==> src/rtl/i2c_scl_gen.sv <==
// I2C SCL timing generator: four programmable quarter-periods per SCL cycle,
// phase ticks for the master FSM, slave clock stretching with timeout.
module i2c_scl_gen #(
  parameter int CNT_W       = 16,
  parameter int DIV_MIN     = 2,
  parameter int STRETCH_MAX = 50000
) (
  input  logic             ref_clk,
  input  logic             reset_n,
  input  logic             enable,
  input  logic [CNT_W-1:0] div_q,
  input  logic             stretch_en,
  input  logic             scl_in,
  output logic             scl_oe,
  output logic             low_mid_tick,
  output logic             rise_tick,
  output logic             high_mid_tick,
  output logic             fall_tick,
  output logic             busy,
  output logic             stretching,
  output logic             stretch_timeout
);

  localparam int SW = $clog2(STRETCH_MAX + 1);

  typedef enum logic [2:0] {IDLE, Q0, Q1, Q2, Q3} state_t;

  state_t           state_q, state_d;
  logic [CNT_W-1:0] cnt_q, cnt_d;
  logic [CNT_W-1:0] div_lat_q, div_lat_d;
  logic [SW-1:0]    str_cnt_q, str_cnt_d;
  logic [1:0]       sync_q, sync_d;
  logic             rose_q, rose_d;
  logic             scl_oe_q, scl_oe_d;
  logic             low_mid_q, low_mid_d;
  logic             rise_q, rise_d;
  logic             high_mid_q, high_mid_d;
  logic             fall_q, fall_d;
  logic             busy_q, busy_d;
  logic             stretching_q, stretching_d;
  logic             timeout_q, timeout_d;

  logic             scl_sync;
  logic             last;
  logic [CNT_W-1:0] div_clamped;

  assign scl_sync    = sync_q[1];
  assign last        = (cnt_q == div_lat_q - CNT_W'(1));
  assign div_clamped = (div_q < CNT_W'(DIV_MIN)) ? CNT_W'(DIV_MIN) : div_q;

  // Next-state, counters and registered outputs derived from the next state.
  // rose_q marks that the high half has started counting; Q2 with rose_q=0 is
  // the stretch wait, where cnt is held at 0.
  always_comb begin
    state_d      = state_q;
    cnt_d        = cnt_q;
    div_lat_d    = div_lat_q;
    str_cnt_d    = str_cnt_q;
    rose_d       = rose_q;
    sync_d       = {sync_q[0], scl_in};
    low_mid_d    = 1'b0;
    rise_d       = 1'b0;
    high_mid_d   = 1'b0;
    fall_d       = 1'b0;
    stretching_d = 1'b0;
    timeout_d    = timeout_q;
    case (state_q)
      IDLE: begin
        cnt_d = '0;
        if (enable) begin
          state_d   = Q0;
          div_lat_d = div_clamped;
          fall_d    = 1'b1;
          timeout_d = 1'b0;
        end
      end
      Q0: begin
        if (last) begin
          state_d   = Q1;
          cnt_d     = '0;
          low_mid_d = 1'b1;
        end else begin
          cnt_d = cnt_q + CNT_W'(1);
        end
      end
      Q1: begin
        if (last) begin
          state_d   = Q2;
          cnt_d     = '0;
          str_cnt_d = '0;
          if (!stretch_en || scl_sync) begin
            rise_d = 1'b1;
            rose_d = 1'b1;
          end else begin
            rose_d       = 1'b0;
            stretching_d = 1'b1;
            str_cnt_d    = SW'(1);
          end
        end else begin
          cnt_d = cnt_q + CNT_W'(1);
        end
      end
      Q2: begin
        if (!rose_q) begin
          // Timeout is checked before scl_sync so it wins a same-cycle tie.
          if (str_cnt_q == SW'(STRETCH_MAX)) begin
            state_d   = IDLE;
            timeout_d = 1'b1;
            str_cnt_d = '0;
            cnt_d     = '0;
          end else if (stretch_en && !scl_sync) begin
            stretching_d = 1'b1;
            str_cnt_d    = str_cnt_q + SW'(1);
          end else begin
            rise_d    = 1'b1;
            rose_d    = 1'b1;
            str_cnt_d = '0;
          end
        end else if (last) begin
          state_d    = Q3;
          cnt_d      = '0;
          high_mid_d = 1'b1;
        end else begin
          cnt_d = cnt_q + CNT_W'(1);
        end
      end
      Q3: begin
        if (last) begin
          cnt_d = '0;
          if (enable) begin
            state_d   = Q0;
            div_lat_d = div_clamped;
            fall_d    = 1'b1;
          end else begin
            state_d = IDLE;
          end
        end else begin
          cnt_d = cnt_q + CNT_W'(1);
        end
      end
      default: begin
        state_d = IDLE;
        cnt_d   = '0;
      end
    endcase
    scl_oe_d = (state_d == Q0) || (state_d == Q1);
    busy_d   = (state_d != IDLE);
  end

  // State, counters, synchroniser and output registers.
  always_ff @(posedge ref_clk or negedge reset_n) begin
    if (!reset_n) begin
      state_q      <= IDLE;
      cnt_q        <= '0;
      div_lat_q    <= '0;
      str_cnt_q    <= '0;
      sync_q       <= '1;
      rose_q       <= 1'b0;
      scl_oe_q     <= 1'b0;
      low_mid_q    <= 1'b0;
      rise_q       <= 1'b0;
      high_mid_q   <= 1'b0;
      fall_q       <= 1'b0;
      busy_q       <= 1'b0;
      stretching_q <= 1'b0;
      timeout_q    <= 1'b0;
    end else begin
      state_q      <= state_d;
      cnt_q        <= cnt_d;
      div_lat_q    <= div_lat_d;
      str_cnt_q    <= str_cnt_d;
      sync_q       <= sync_d;
      rose_q       <= rose_d;
      scl_oe_q     <= scl_oe_d;
      low_mid_q    <= low_mid_d;
      rise_q       <= rise_d;
      high_mid_q   <= high_mid_d;
      fall_q       <= fall_d;
      busy_q       <= busy_d;
      stretching_q <= stretching_d;
      timeout_q    <= timeout_d;
    end
  end

  assign scl_oe          = scl_oe_q;
  assign low_mid_tick    = low_mid_q;
  assign rise_tick       = rise_q;
  assign high_mid_tick   = high_mid_q;
  assign fall_tick       = fall_q;
  assign busy            = busy_q;
  assign stretching      = stretching_q;
  assign stretch_timeout = timeout_q;

endmodule

==> config.mk <==
export PLATFORM = sky130hd
export DESIGN_NAME = i2c_scl_gen
export DESIGN_NICKNAME = d
export VERILOG_FILES = /design/src/rtl/i2c_scl_gen.sv
export SDC_FILE = /design/constraint.sdc
export NUM_CORES = 1
export LEC_CHECK = 0
export BUFFER_PORTS_ARGS = -buffer_cell sky130_fd_sc_hd__buf_2
export CORE_MARGIN = 2
export CORE_UTILIZATION = 54
export DETAILED_ROUTE_END_ITERATION = 7
export GPL_TIMING_DRIVEN = 0
export MAX_ROUTING_LAYER = met4
export PLACE_DENSITY = 0.78
export SYNTH_ARGS = -nofsm -noshare
export SYNTH_HDL_FRONTEND = slang
export SYNTH_SLANG_ARGS = --single-unit
==> constraint.sdc <==
create_clock -name ref_clk -period 3 [get_ports ref_clk]
set_clock_uncertainty 0.1 [all_clocks]
set_input_delay 0.75 -clock ref_clk [delete_from_list [all_inputs] [get_ports ref_clk]]
set_output_delay 0.75 -clock ref_clk [all_outputs]
set_load 0.005 [all_outputs]
Word level (Yosys, flattened, before mapping)
Index checks and enable logic that the tools add are counted.
{"block": "op_classes", "n_addsub": 3, "magnitude_cmp": 1, "eq_ne": 14, "n_mux": 49, "n_reduce_logical": 15}
{"op": "2-to-1 mux 16 bit", "count": 10}
{"op": "one-hot mux 16 bit (2 select lines)", "count": 3}
{"op": "adder 16 x 1 -> 16 bit (second input constant)", "count": 2}
{"op": "2-to-1 mux 1 bit", "count": 23}
{"op": "2-to-1 mux 3 bit", "count": 7}
{"op": "== test 16 bit", "count": 1}
{"op": "== test 16 bit (second input constant)", "count": 1}
{"op": "less-than comparator 16 x 2 -> 1 bit (second input constant)", "count": 1}
{"op": "subtractor 16 x 1 -> 16 bit (second input constant)", "count": 1}
{"op": "one-hot mux 3 bit (5 select lines)", "count": 1}
{"op": "!= test 2 bit (second input constant)", "count": 5}
{"op": "one-hot mux 1 bit (2 select lines)", "count": 5}
{"op": "== test 3 x 2 -> 1 bit (second input constant)", "count": 3}
{"op": "== test 3 x 1 -> 1 bit (second input constant)", "count": 2}
{"op": "nonzero test 2 bit", "count": 3}
{"op": "AND reduction 2 bit", "count": 2}
{"op": "AND reduction 4 bit", "count": 1}
{"op": "== test 3 bit (second input constant)", "count": 1}
{"op": "logical NOT 3 bit", "count": 1}
{"op": "!= test 3 bit (second input constant)", "count": 1}
{"op": "AND reduction 3 bit", "count": 1}
{"op": "nonzero test 3 bit", "count": 1}
{"op": "OR reduction 3 bit", "count": 1}
{"op": "logical NOT 1 bit", "count": 2}
{"op": "other kinds (2)", "count": 3}
{"block": "word_totals", "ff_bits": 62, "elab_cells": 96}

Longest topological paths before layout
Gate-level depths: netlist of the first run.
{"block": "depth", "word_depth": 7, "depth_mapped": 12, "ltp_nobuf": 10}

Least setup slack after synthesis of the first run
OpenSTA, ideal clock, no wires.
{"block": "synth_path", "path_kind": "reg2reg", "from": "reg div_lat_q[0]", "to": "reg div_lat_q[10]", "arrival_ns": 2.865, "setup_slack_ns": -0.090, "path_stages_with_launch": 12, "n_path_buf": 2, "period_less_slack_ns": 3.090, "cell_sequence": "dfrtp_1 inv_1 ha_1 or4b_1 clkbuf_1 o211a_1 a211o_1 o22ai_1 nor4_4 o21ai_2 buf_2 mux2_2"}
{"block": "synth_via", "elab_chain_cells": 4}
{"item": "from (decl)", "line_no": "30", "rtl": "logic [CNT_W-1:0] div_lat_q, div_lat_d;"}
{"item": "from (signal assigned)", "line_no": "170", "rtl": "div_lat_q <= div_lat_d;"}
{"item": "subtractor 16 x 1 -> 16 bit", "line_no": "48", "rtl": "assign last = (cnt_q == div_lat_q - CNT_W'(1));"}
{"item": "== test 16 bit", "line_no": "48"}
{"item": "!= test 2 bit (no source line)"}
{"item": "AND reduction 2 bit (no source line)"}
No other way between the ends.
A chain may end at the register's enable or synchronous reset.

Worst setup path after layout of the first run
{"block": "layout_path", "from": "reg div_lat_q[6]", "to": "reg busy_q, in the netlist busy"}
{"block": "layout_via", "elab_chain_cells": 6, "word_cells_on_any_way": 9, "cone_classes": "add/sub: 1; eq/ne: 1; mux: 6; reduce/logical: 1"}
{"item": "subtractor 16 x 1 -> 16 bit (*)", "line_no": "48"}
{"item": "== test 16 bit (*)", "line_no": "48"}
{"item": "2-to-1 mux 3 bit", "line_no": "119", "rtl": "end else if (last) begin"}
{"item": "2-to-1 mux 3 bit", "line_no": "104", "rtl": "if (!rose_q) begin"}
{"item": "one-hot mux 3 bit (5 select lines) (*)", "line_no": "67", "rtl": "case (state_q)"}
{"item": "net state_d[2]", "line_no": "28", "rtl": "state_t state_q, state_d;"}
{"item": "nonzero test 3 bit (*)", "line_no": "147", "rtl": "busy_d = (state_d != IDLE);"}
{"item": "net busy_d", "line_no": "39", "rtl": "logic busy_q, busy_d;"}
{"item": "to (signal assigned)", "line_no": "179", "rtl": "busy_q <= busy_d;"}
{"item": "to (decl)", "line_no": "39"}
The timed path passes the listed nets; every way through them passes the cells marked *.

==> results of run 1 <==
-- sequential cells by signal, summed over array words and instances, names as in the netlist --
register,flops
scl_oe,1
busy,1
cnt_q,16
fall_tick,1
low_mid_tick,1
str_cnt_q,16
rose_q,1
sync_q,2
state_q,3
div_lat_q,16
stretching,1
stretch_timeout,1
rise_tick,1
high_mid_tick,1
-- cell usage in the layout (no fill, tap or decap), drive strengths merged, types with 4 or more instances in the layout --
cell type and count:
or3 5, ha 4, xor2 12, nor3 10
o21ai 44, buf 62, nor2b 4, nor2 27
dfrtp 60, nand2 27, a21o 6, clkbuf 27
mux2 14, nor3b 7, nor4 11, nand2b 9
o21a 6, a21oi 20, xnor2 8, and3 23
inv 9, a31oi 7, nand3 13, or4 8
-- worst min-delay path by stage --
stage	cells past startpoint	start	to
floorplan	0	sync_q[0]$_DFF_PN1_	sync_q[1]$_DFF_PN1_
global placement	0	sync_q[0]$_DFF_PN1_	sync_q[1]$_DFF_PN1_
detailed placement	0	sync_q[0]$_DFF_PN1_	sync_q[1]$_DFF_PN1_
CTS	0	sync_q[0]$_DFF_PN1_	sync_q[1]$_DFF_PN1_
global route	0	sync_q[0]$_DFF_PN1_	sync_q[1]$_DFF_PN1_
finish	0	sync_q[0]$_DFF_PN1_	sync_q[1]$_DFF_PN1_
-- routing by layer --
| metal | part of all wire | global-route usage |
|---|---|---|
| met4 | 0.023 | 0.0736 |
| met3 | 0.053 | 0.0616 |
| met1 | 0.45 | 0.363 |
| met5 | 0 | - |
| met2 | 0.48 | 0.403 |
-- final cells by class --
type,instances,area share
Timing Repair Buffer,58,0.0845
Buffer,15,0.0231
Sequential cell,62,0.330
Tap cell,77,0.0205
Inverter,10,0.00797
Clock buffer,16,0.0404
Multi-Input combinational cell,305,0.493
-- cell usage after synthesis (all sizes together), types with 2 or more instances --
library cell and count:
clkbuf 11, a211o 3, xor2 12, inv 9, o211ai 3, or4bb 2, nor4 11, nor2 27
nor3b 7, nor3 10, a31oi 7, a21oi 20, o2bb2ai 2, ha 4, dfstp 2, or4 8
o211a 3, and3 23, mux2 14, nand2 27, nand2b 9, mux2i 3, a21o 6, o31ai 2
nand3 13, a22o 3, dfrtp 60, xnor2 8, nand4 3, o21ai 44, o21a 6, or2 3
nor2b 4, or3 5, nand3b 3, buf 4
-- where the power goes --
| part | total, W | switching (W) | internal, W |
|---|---|---|---|
| combinational | 0.0000370 | 0.0000252 | 0.0000118 |
| clock | 0.000712 | 0.000320 | 0.000392 |
| sequential | 0.000839 | 0.000000446 | 0.000838 |
| total | 0.00159 | 0.000346 | 0.00124 |
-- critical path, delay by kind of cell (launching register included) --
kind                   cells  cell delay, ns
and+or+nand+nor            6            1.92
buffers and inverters      2            0.32
AOI/OAI and AO/OA          2            0.39
DFF                        1            0.38
-- logic make-up after synthesis --
| logic type | share of synthesized area |
|---|---|
| muxes | 0.0520 |
| DFF | 0.431 |
| and+or+nand+nor | 0.250 |
| xor gates and xnor gates | 0.0485 |
| AOI/OAI and AO/OA | 0.178 |
| adders and majority gates | 0.0139 |
| buffers and inverters | 0.0270 |
-- per-stage QoR --
stage / area [um2] / worst slack (ns) / hold WS [ns] / TNS (ns)
floorplan: 3670 / 0.0000202 / 0.245 / 0
finish: 4710 / -0.235 / 0.258 / -4.88
detailed placement: 3900 / -0.495 / 0.248 / -12.35
global placement: 3900 / -0.462 / 0.246 / -9.70
global route: 4710 / -0.323 / 0.259 / -9.16
CTS: 4420 / -0.204 / 0.258 / -2.28
-- timing repair --
| item | CTS | global route |
|---|---|---|
| pin swaps | 10 | 18 |
| buffers inserted | 19 | 11 |
| gates cloned | 2 | 0 |
| resized for setup | 63 | 56 |
| endpoints found under the setup margin | 56 | 59 |
==> flow_summary.yaml, run 1 <==
yosys:
  syn-mean-instance-area_um2: 9.21
  synth_seq_area_share: 0.431
  ys_types: 52
  ys_ff_latch: 62
  yosys_warnings: 0
  synth_area_leaders: "dfrtp_1, o21ai_0, mux2_2, and3_1, xor2_1"
  synthCells: 392
  synth_ff_type: "dfrtp_1"
  syn-num-nets: 417
  synth_top_cell_by_area: "dfrtp_1"
  async_reset_ff_frac: 1.00
  netlist.area_leader.share: 0.416
  synth_edf_count: 0
  syn-cell-area_mm2: 0.00361
layout:
  nets: 486
  drive_gt1_frac: 0.328
  ff_latch_area_mm2: 0.00156
  area_delta_synth_final_pct: 30.5
  multi_input_area_mm2: 0.00232
  fin_util: 0.733
  layout.filler_cells: 430
  fin_cells: 543
  antenna_cells: 0
sta:
  worst_pin_slew_ns: 1.09
  rsz0062_at_grt: "yes"
  max_freq_ghz: 0.309
  finalHoldViolCount: 0
  setup_viol_count_final: 43
  post-route-min-period_ns: 3.24
  layout_worst_path_cycle_share: 1.08
  report.final.slew_viol_count: 0
  slew_headroom: 0.264
  fin_ws_ns: -0.235
global_route:
  grt_max_degree: 63
  antenna_found_initial: 0
  overflow: 0
  grt_pass1_vias: 3175
  grt_util_all_layers: 0.267
  grt_pass1_wl_um: 15100
placed_design:
  port_buffers: 28
  dp.cells: 497
  dp_hpwl_um: 5740
  gp_congestion: 0.877
pwr:
  power_leakage_nw: 2.27
  power_density_mw_per_mm2: 337
  vdd_ir_drop_max_mv: 0.211
  finalPower_w: 0.00159
worst_setup_path:
  critPathKind: "register to register"
  arrival_ns: 3.36
  crit_path_end: "busy$_DFF_PN0_"
  critPathRequiredTime_ns: 3.12
  worst_r2r_path_depth: 10
  startpoint: "div_lat_q[6]$_DFFE_PN0P_"
  reg2reg_from: "div_lat_q[6]$_DFFE_PN0P_"
  r2r_slack_ns: -0.24
  crit_path_end_kind: "register"
  slowest_delay_ns: 0.54
  reg2reg_to: "busy$_DFF_PN0_"
  crit_slowest_cell: "or4_4"
  path_cells: "buf_4 -> or4_4 -> or4_4 -> o32ai_4 -> nor2_4 -> nor4_4 -> buf_6 -> nor4_2 -> a41o_1 -> or3_1"
  crit_top_cell: "or4_4"
  crit_fanout: 4
  crit_path_start_kind: "register"
clock_tree:
  clk_latency_ns: 0.34
  cts_buffer_depth: 2
  cts_root_buf: "clkbuf_8"
  cts_tree: "built"
  clkTransAtPathRegs_ns: 0.07
  cts_buffers: 9
  htree_levels: 3
  postCtsHoldBufs: 0
  cts_sinks: 62
floorplanning:
  die_h_um: 85.7
  placementRows: 29
  io_pins: 29
  die_w_um: 85.7
  die_area_mm2: 0.00735
  start_util: 0.562
  core_mm2: 0.00642
routing:
  drtPass1Iterations: 7
  ant_nets: 0
  routedWlPerCell_um: 17.8
  routed_wl_um: 9670
  vias_per_cell: 6.32
  drt-initial-drc-count: 355
  drt_drc_violations_left: 2
  via_count: 3430
hold_path:
  min_path_type: "register to register"
outcome:
  status: "finished, violations left"
  violations: "design-rule violations, negative setup slack"
job:
  cap_violations: 0
(Power assumes the default switching activity.)
==> inputs of run 2 (changes only) <==
REMOVE_ABC_BUFFERS = 1   (was default)
clock period = 2.8 ns   (was 3 ns; I/O delays follow)
==> run 2 against run 1 <==
Compared with the run above: the run still ends with design-rule violations, negative setup slack left; combinational power is 9.7% higher; sequential power increased by 7.2%; core utilization hardly changed; worst setup slack worse by 0.17 ns; register-to-register slack worse by 0.17 ns; count of clock-buffer cells in the layout fell by 5; power increased by 20%.
==> flow_summary.yaml, run 2 (same netlist as run 1, synthesis figures left out) <==
pwr:
  power_density_mw_per_mm2: 404
  finalPower_w: 0.00190
  vdd_ir_drop_max_mv: 0.292
  power_leakage_nw: 2.23
clock_tree:
  htree_levels: 3
  cts_buffer_depth: 2
  cts_root_buf: "clkbuf_8"
  clkTransAtPathRegs_ns: 0.07
  cts_tree: "built"
  clk_latency_ns: 0.34
  cts_sinks: 62
  cts_buffers: 9
routing:
  drt_drc_violations_left: 2
  drtPass1Iterations: 8
  via_count: 3420
  routedWlPerCell_um: 18.7
  vias_per_cell: 6.47
  drt-initial-drc-count: 292
  ant_nets: 0
  routed_wl_um: 9890
worst_setup_path:
  slowest_delay_ns: 0.57
  crit_fanout: 4
  crit_path_end_kind: "register"
  path_cells: "or4_4 -> or4_4 -> mux2i_4 -> o22ai_2 -> nor4_4 -> buf_6 -> buf_6 -> buf_6 -> nand3_2 -> o221ai_2 -> or3_1"
  crit_path_start_kind: "register"
  crit_top_cell: "buf_6"
  reg2reg_from: "div_lat_q[7]$_DFFE_PN0P_"
  critPathRequiredTime_ns: 2.92
  critPathKind: "register to register"
  startpoint: "div_lat_q[7]$_DFFE_PN0P_"
  crit_slowest_cell: "or4_4"
  arrival_ns: 3.33
placed_design:
  port_buffers: 28
  pre_cts_ws_ns: -1.10
  gp_congestion: 0.897
  dp_hpwl_um: 5520
sta:
  fin_ws_ns: -0.410
  slew_headroom: 0.308
  report.final.slew_viol_count: 0
  setup_viol_count_final: 58
  layout_worst_path_cycle_share: 1.15
  worst_pin_slew_ns: 1.03
  post-route-min-period_ns: 3.21
  finalHoldViolCount: 0
  rsz0062_at_grt: "yes"
  max_freq_ghz: 0.312
layout:
  area_delta_synth_final_pct: 30.6
  top_regs: "cnt_q: 16 flops, div_lat_q: 16 flops, str_cnt_q: 16 flops"
  final_common_cell: "dfrtp_1"
  final_cell_mix: "dfrtp_1, buf_2, nand2_1, and3_1, nor2_1"
  antenna_cells: 0
  drive_gt1_frac: 0.363
  fin_util: 0.734
  nets: 473
floorplanning:
  die_h_um: 85.7
  die_w_um: 85.7
  start_util: 0.562
  core_mm2: 0.00642
  die_area_mm2: 0.00735
  placementRows: 29
  io_pins: 29
global_route:
  grt_pass1_wl_um: 15100
  grt_max_degree: 63
  grt_pass1_vias: 3201
  antenna_found_initial: 0
  overflow: 0
  grt_util_all_layers: 0.265
job:
  cap_violations: 0
outcome:
  violations: "design-rule violations, negative setup slack"
  status: "finished, violations left"
hold_path:
  holdCritStartpoint: "sync_q[0]$_DFF_PN1_"
  min_path_type: "register to register"
run 2: power breakdown:
group | switching, W | internal [W]
clock | 0.000353 | 0.000610
sequential | 0.00000101 | 0.000898
combinational | 0.0000282 | 0.0000125
total | 0.000382 | 0.00152
run 2: metal layers:
metal / part of all wire / global-route usage
met1: 0.42 / 0.351
met2: 0.50 / 0.403
met3: 0.057 / 0.0635
met4: 0.025 / 0.0880
met5: 0 / -
run 2: timing repair:
action,CTS,global route
hold buffers,0,0
resized for setup,71,59
setup buffers,21,8
pin swaps,20,32
cloned,3,0
setup endpoints to repair,59,59
run 2: per-stage QoR:
step | setup TNS [ns] | hold WS (ns) | area, um2 | std cells
2_1_floorplan | -12.05 | 0.245 | 3550 | 377
3_3_place_gp | -38.78 | 0.262 | 3780 | 482
3_5_place_dp | -42.50 | 0.263 | 3780 | 482
4_1_cts | -9.88 | 0.270 | 4390 | 521
5_1_grt | -18.00 | 0.276 | 4710 | 529
6_report | -13.45 | 0.262 | 4710 | 529
run 2: final cells by class:
class,instances,area (um2)
multi-input combinational,308,2350
inverter,10,41.3
fill,416,1710
sequential,62,1560
clock buffer,11,141
tap,77,96.3
timing repair buffer,57,427
clock inverter,4,95.1
run 2: worst max-delay path: cells and delay by family, from the launching register on:
family                 cells  cell delay [ns]
AOI/OAI and AO/OA          2             0.34
DFF                        1             0.38
buffers and inverters      3             0.37
muxes                      1             0.22
and+or+nand+nor            5             1.67
run 2: final timing paths:
check | slack (ns) | to | cells after the start
min | 0.26 | sync_q[1]$_DFF_PN1_ | 0
max in group asynchronous | 1.69 | div_lat_q[8]$_DFFE_PN0P_ | 1
max reg2reg | -0.41 | busy$_DFF_PN0_ | 11
min reg2reg | 0.26 | sync_q[1]$_DFF_PN1_ | 0
min in group asynchronous | 0.33 | str_cnt_q[10]$_DFFE_PN0P_ | 1
max | -0.41 | busy$_DFF_PN0_ | 11
